--- src/rtl/kernel_ctrl_pkg.sv ---
// Shared definitions for the kernel blend controller and the kernel converter:
// FSM states, kernel codes and port-width helpers.
package kernel_ctrl_pkg;

    typedef enum logic [1:0] {
        IDLE,
        COMMIT,
        SETTLE,
        HANDSHAKE
    } ctrlState_t;

    localparam int KERNEL_EDGE = 0;
    localparam int KERNEL_BLUR = 1;

    // k_index spans 0..kRange inclusive, so one extra bit beyond $clog2.
    function automatic int kIndexWidth(input int kRange);
        return $clog2(kRange) + 1;
    endfunction

    function automatic int selWidth(input int numKernels);
        return (numKernels > 1) ? $clog2(numKernels) : 1;
    endfunction

endpackage

--- src/rtl/sweep_sequencer.sv ---
// Auto-sweep source: counts frames while enabled and emits one triangle-wave
// step every SWEEP_FRAMES frames, bouncing off 0 and K_RANGE.
module sweep_sequencer
    import kernel_ctrl_pkg::*;
#(
    parameter int K_RANGE      = 8,
    parameter int SWEEP_FRAMES = 4
) (
    input  logic                            clk,
    input  logic                            reset,
    input  logic                            i_frameStart,
    input  logic                            i_autoEn,
    input  logic [kIndexWidth(K_RANGE)-1:0] i_tgtIndex,
    output logic                            o_stepUp,
    output logic                            o_stepDown
);

    localparam int KW = kIndexWidth(K_RANGE);
    localparam int CW = $clog2(SWEEP_FRAMES + 1);
    localparam logic [KW-1:0] K_MAX      = KW'(K_RANGE);
    localparam logic [CW-1:0] COUNT_LAST = CW'(SWEEP_FRAMES - 1);

    logic [CW-1:0] r_count;
    logic          r_dirUp;
    logic          w_hit;

    assign w_hit = i_autoEn && i_frameStart && (r_count == COUNT_LAST);

    // The flip happens on the step that would otherwise saturate, so every step moves.
    assign o_stepUp   = w_hit && (r_dirUp ? (i_tgtIndex != K_MAX) : (i_tgtIndex == '0));
    assign o_stepDown = w_hit && !o_stepUp;

    always_ff @(posedge clk or posedge reset) begin
        if (reset) begin
            r_count <= '0;
            r_dirUp <= 1'b1;
        end else begin
            if (!i_autoEn) begin
                r_count <= '0;
            end else if (i_frameStart) begin
                r_count <= (r_count == COUNT_LAST) ? '0 : r_count + CW'(1);
            end
            if (w_hit) begin
                r_dirUp <= o_stepUp;
            end
        end
    end

endmodule

--- src/rtl/kernel_blend_controller.sv ---
// Collects blend-index and kernel-select requests, commits them only at frame
// boundaries, and hands each committed configuration to the convolution core.
module kernel_blend_controller
    import kernel_ctrl_pkg::*;
#(
    parameter int K_RANGE      = 8,
    parameter int NUM_KERNELS  = 2,
    parameter int SWEEP_FRAMES = 4
) (
    input  logic                              clk,
    input  logic                              reset,
    input  logic                              frame_start,
    input  logic                              step_up,
    input  logic                              step_down,
    input  logic                              sel_req,
    input  logic [selWidth(NUM_KERNELS)-1:0]  sel_code,
    input  logic                              auto_en,
    input  logic                              cfg_ready,
    output logic [kIndexWidth(K_RANGE)-1:0]   k_index,
    output logic [selWidth(NUM_KERNELS)-1:0]  kernel_sel,
    output logic                              cfg_valid,
    output logic                              pending
);

    localparam int KW  = kIndexWidth(K_RANGE);
    localparam int SW  = selWidth(NUM_KERNELS);
    localparam int SW1 = SW + 1;
    localparam logic [KW-1:0] K_MAX     = KW'(K_RANGE);
    localparam logic [SW:0]   SEL_LIMIT = SW1'(NUM_KERNELS);

    ctrlState_t    r_state, w_stateNext;
    logic [KW-1:0] r_tgtIndex, w_nextIdx, r_kIndex;
    logic [SW-1:0] r_tgtSel, w_nextSel, r_kernelSel;
    logic          r_dirty, w_nextDirty, r_cfgValid;
    logic          w_sweepUp, w_sweepDown, w_reqUp, w_reqDown, w_selValid;
    logic          w_commit, w_setValid, w_clrValid;

    sweep_sequencer #(
        .K_RANGE      (K_RANGE),
        .SWEEP_FRAMES (SWEEP_FRAMES)
    ) u_sweep (
        .clk          (clk),
        .reset        (reset),
        .i_frameStart (frame_start),
        .i_autoEn     (auto_en),
        .i_tgtIndex   (r_tgtIndex),
        .o_stepUp     (w_sweepUp),
        .o_stepDown   (w_sweepDown)
    );

    // While sweeping, the sequencer owns the index; user steps are dropped.
    assign w_reqUp    = auto_en ? w_sweepUp   : step_up;
    assign w_reqDown  = auto_en ? w_sweepDown : step_down;
    assign w_selValid = sel_req && ({1'b0, sel_code} < SEL_LIMIT) && (sel_code != r_tgtSel);

    always_comb begin
        w_nextIdx   = r_tgtIndex;
        w_nextSel   = r_tgtSel;
        w_nextDirty = r_dirty;
        if (w_selValid) begin
            w_nextSel   = sel_code;
            w_nextIdx   = '0;
            w_nextDirty = 1'b1;
        end else if (w_reqUp && !w_reqDown && (r_tgtIndex != K_MAX)) begin
            w_nextIdx   = r_tgtIndex + KW'(1);
            w_nextDirty = 1'b1;
        end else if (w_reqDown && !w_reqUp && (r_tgtIndex != '0)) begin
            w_nextIdx   = r_tgtIndex - KW'(1);
            w_nextDirty = 1'b1;
        end
    end

    always_ff @(posedge clk or posedge reset) begin
        if (reset) begin
            r_state <= IDLE;
        end else begin
            r_state <= w_stateNext;
        end
    end

    // A request arriving with frame_start counts toward that same frame's commit.
    always_comb begin
        w_stateNext = r_state;
        w_commit    = 1'b0;
        w_setValid  = 1'b0;
        w_clrValid  = 1'b0;
        case (r_state)
            IDLE: begin
                if (frame_start && w_nextDirty) begin
                    w_stateNext = COMMIT;
                end
            end
            COMMIT: begin
                w_commit    = 1'b1;
                w_stateNext = SETTLE;
            end
            SETTLE: begin
                w_setValid  = 1'b1;
                w_stateNext = HANDSHAKE;
            end
            HANDSHAKE: begin
                if (r_cfgValid && cfg_ready) begin
                    w_clrValid  = 1'b1;
                    w_stateNext = IDLE;
                end
            end
            default: w_stateNext = IDLE;
        endcase
    end

    // Commit takes this cycle's target so a request landing on the COMMIT cycle is not lost.
    always_ff @(posedge clk or posedge reset) begin
        if (reset) begin
            r_tgtIndex  <= '0;
            r_tgtSel    <= SW'(KERNEL_EDGE);
            r_dirty     <= 1'b0;
            r_kIndex    <= '0;
            r_kernelSel <= SW'(KERNEL_EDGE);
            r_cfgValid  <= 1'b0;
        end else begin
            r_tgtIndex <= w_nextIdx;
            r_tgtSel   <= w_nextSel;
            r_dirty    <= w_commit ? 1'b0 : w_nextDirty;
            if (w_commit) begin
                r_kIndex    <= w_nextIdx;
                r_kernelSel <= w_nextSel;
            end
            if (w_setValid) begin
                r_cfgValid <= 1'b1;
            end else if (w_clrValid) begin
                r_cfgValid <= 1'b0;
            end
        end
    end

    assign k_index    = r_kIndex;
    assign kernel_sel = r_kernelSel;
    assign cfg_valid  = r_cfgValid;
    assign pending    = r_dirty;

endmodule
--- config.mk ---
export PLATFORM = sky130hd
export DESIGN_NAME = kernel_blend_controller
export DESIGN_NICKNAME = d
export VERILOG_FILES = /design/src/rtl/kernel_ctrl_pkg.sv /design/src/rtl/sweep_sequencer.sv /design/src/rtl/kernel_blend_controller.sv
export SDC_FILE = /design/constraint.sdc
export NUM_CORES = 1
export LEC_CHECK = 0
export ABC_AREA = 1
export CAP_MARGIN = 10
export CORE_MARGIN = 3
export CORE_UTILIZATION = 43
export CTS_CLUSTER_DIAMETER = 150
export CTS_CLUSTER_SIZE = 8
export DETAILED_ROUTE_END_ITERATION = 8
export HOLD_SLACK_MARGIN = 0.15
export PLACE_DENSITY = 0.67
export SLEW_MARGIN = 10
export SYNTH_ARGS = -nofsm -noshare
export SYNTH_HDL_FRONTEND = slang
export SYNTH_HIERARCHICAL = 1
export SYNTH_SLANG_ARGS = --single-unit
--- constraint.sdc ---
create_clock -name clk -period 1.8 [get_ports clk]
set_clock_uncertainty 0.05 [all_clocks]
set_input_delay 0.36 -clock clk [delete_from_list [all_inputs] [get_ports clk]]
set_output_delay 0.36 -clock clk [all_outputs]
set_load 0.02 [all_outputs]
==> impl_metrics.ini <==
[run_status]
status = completed

[synth]
synth_fp_nets = 174
ys_types = 23
synthCells = 158
yosys_register_bits = 18
syn_avg_cell_area_um2 = 7.37
syn_area_um2 = 1160
synth_warnings = 6
yosysSeqAreaShare_pct = 38.8

[die]
die_area_um2 = 3370
die_h_um = 58.0
ios = 16
initial_core_util_pct = 46.2
die_x_um = 58.0
rows = 18
core_area_um2 = 2520

[sta]
hold_viol = 0
tns_ns = 0
finalSetupViolations = 0
timing.fmax_ghz = 0.560
min_period_over_period_pct = 99.1
slew_viol_final = 0
worstMarginPinSlew_ns = 0.520
min_period_ns = 1.78
rsz0062_at_grt = yes
slew_headroom_pct = 65.3
whs_ns = 0.233

[power]
p_per_area_nw_per_um2 = 1320
ir_drop_mv = 0.925
leakage_nw = 0.807

[cts]
cts_buffer_depth = 2
ctsHoldBuffers = 0
tritoncts = yes
clk_latency_ns = 0.29
clock_sinks = 18
cts-root-buf = clkbuf_4
clk_pin_slew_worst_paths_ns = 0.10
cts.htree.levels = 1
cts_buffers = 3

[finish]
syn2layout_area_growth_pct = 29.6
drive_gt1_share_pct = 21.7
final_cell_area_um2 = 1510
nets = 206
diodes = 0

[detailed_routing]
drtPass1Iterations = 4
wl_per_cell_um = 10.6
drtIter0Drc = 52
drc = 0
avgViaCountPerCell = 4.74
finalWirelength_um = 2320
antenna_left = 0
dr_total_vias = 1039

[min_path]
holdCritPathClass = input port to asynchronous set/reset pin

[grt]
grt.overflow.total = 0
antenna_found_initial = 0
grt_pass1_vias = 1023
grt_pass1_wl_um = 4000
grt.total_usage_pct = 15.1
grt_start_max_net_pins = 15

[critical_path]
crit_required_ns = 1.94
endpoint_kind = flop
critical_path_arrival_ns = 1.92
worst-path-max-fanout = 3
start_kind = flop
critical_path_class = flop to flop

[placed_design]
gp_congestion = 0.834
numPortBuffers = 15
placed_area_um2 = 1410
hpwl_um = 1840

[job]
drv_cap = 0
## flip-flops by register name, summed over array words and instances (netlist names), 2 cells and up
register / count
k_index: 4
r_tgtIndex: 4
u_sweep/r_count: 3
r_state: 2
## cell usage in the layout, fill, tap and decap left out, types with 2 or more instances in the layout
cell,count
nor2_4,2
nand3_1,11
nand3_4,2
nand3_2,4
inv_1,24
clkbuf_4,3
nand4_1,4
inv_2,3
xor2_1,2
buf_4,11
nor2_1,6
ha_1,6
o21ai_0,2
nand2_1,56
dfrtp_1,17
clkdlybuf4s50_1,15
nand2_2,9
## metal layers
layer	vias up	track usage, %	wire (µm)
met5	-	0	0
met4	0	6.29	21
met3	2	1.56	67
met2	13	27.1	1200
met1	472	18.3	1030
li1	552	-	-
## metrics by stage
step	setup WS (ns)	cells	utilization, %	total power, W
floorplan	0.208	158	-	0.00135
global placement	-0.268	211	56.0	0.00170
finish	0.0157	219	59.9	0.00199
CTS	0.00264	216	57.8	0.00199
detailed placement	-0.320	211	56.0	0.00173
global route	-0.166	219	59.9	0.00218
## cells in the mapped netlist
master | n | area, µm²
nand2_1 | 59 | 221
inv_1 | 25 | 93.8
dfrtp_1 | 17 | 425
nand3_1 | 12 | 60.1
ha_1 | 7 | 87.6
nor2_1 | 7 | 26.3
nand2_2 | 6 | 37.5
nand4_1 | 4 | 25.0
nand3_2 | 3 | 30.0
inv_2 | 2 | 7.51
nand3_4 | 2 | 35.0
o21ai_0 | 2 | 10.0
xor2_1 | 2 | 17.5
a211oi_1 | 1 | 7.51
a21o_1 | 1 | 7.51
a21oi_1 | 1 | 5.00
a21oi_2 | 1 | 8.76
clkinv_1 | 1 | 3.75
dfstp_2 | 1 | 26.3
mux2_2 | 1 | 11.3
nor2_2 | 1 | 6.26
o21ai_1 | 1 | 5.00
or2_2 | 1 | 6.26
## cell families (layout without fill, tap and decap cells)
| logic type | count (synthesis) | in the layout | share of synthesized area [%] |
|---|---|---|---|
| compound gates | 7 | 7 | 3.76 |
| xor+xnor | 2 | 2 | 1.50 |
| fa+ha+maj | 7 | 7 | 7.52 |
| buf+inv | 28 | 59 | 9.02 |
| flops | 18 | 18 | 38.8 |
| mux | 1 | 1 | 0.967 |
| simple gates | 95 | 95 | 38.5 |
## critical path, stage by stage, from the launching register on
cell	delay (ns)
dfrtp_1	0.38
ha_2	0.21
nand2_2	0.08
nor2_4	0.12
inv_2	0.05
a21oi_2	0.12
nand2_1	0.08
nand2_2	0.11
nand2_2	0.08
nor2_4	0.11
nand2_1	0.05
nand2_1	0.07
nand2_2	0.06
nand4_1	0.08
nand2_1	0.05
## final cells by class
type / count / area [µm²]
clock buffers: 4 / 36.3
fillers: 245 / 1010
inverters: 28 / 105
multi-input cells: 112 / 636
flip-flops and latches: 18 / 452
well taps: 30 / 37.5
repair buffers: 27 / 244
## final timing paths
check	start	end	slack, ns	depth (start not counted)
max in group asynchronous	reset	r_state[1]	0.97	2
worst max register to register	u_sweep/r_count[1]	k_index[3]	0.02	14
worst max-delay path	u_sweep/r_count[1]	k_index[3]	0.02	14
worst min register to register	u_sweep/r_dirUp	u_sweep/r_dirUp	0.43	2
min in group clk	u_sweep/r_dirUp	u_sweep/r_dirUp	0.43	2
worst min-delay path	reset	u_sweep/r_count[0]	0.23	2
## repair_timing
item,CTS,global route
setup endpoints to repair,4,11
buffers inserted,1,3
pin swaps,1,7
gates resized for setup,1,9
## power breakdown
part | internal [W] | switching [W]
clock | 0.000123 | 0.000119
sequential | 0.000549 | 0.0000913
combinational | 0.000471 | 0.000634
total | 0.00114 | 0.000845
Power figures use the tool's default switching activity.
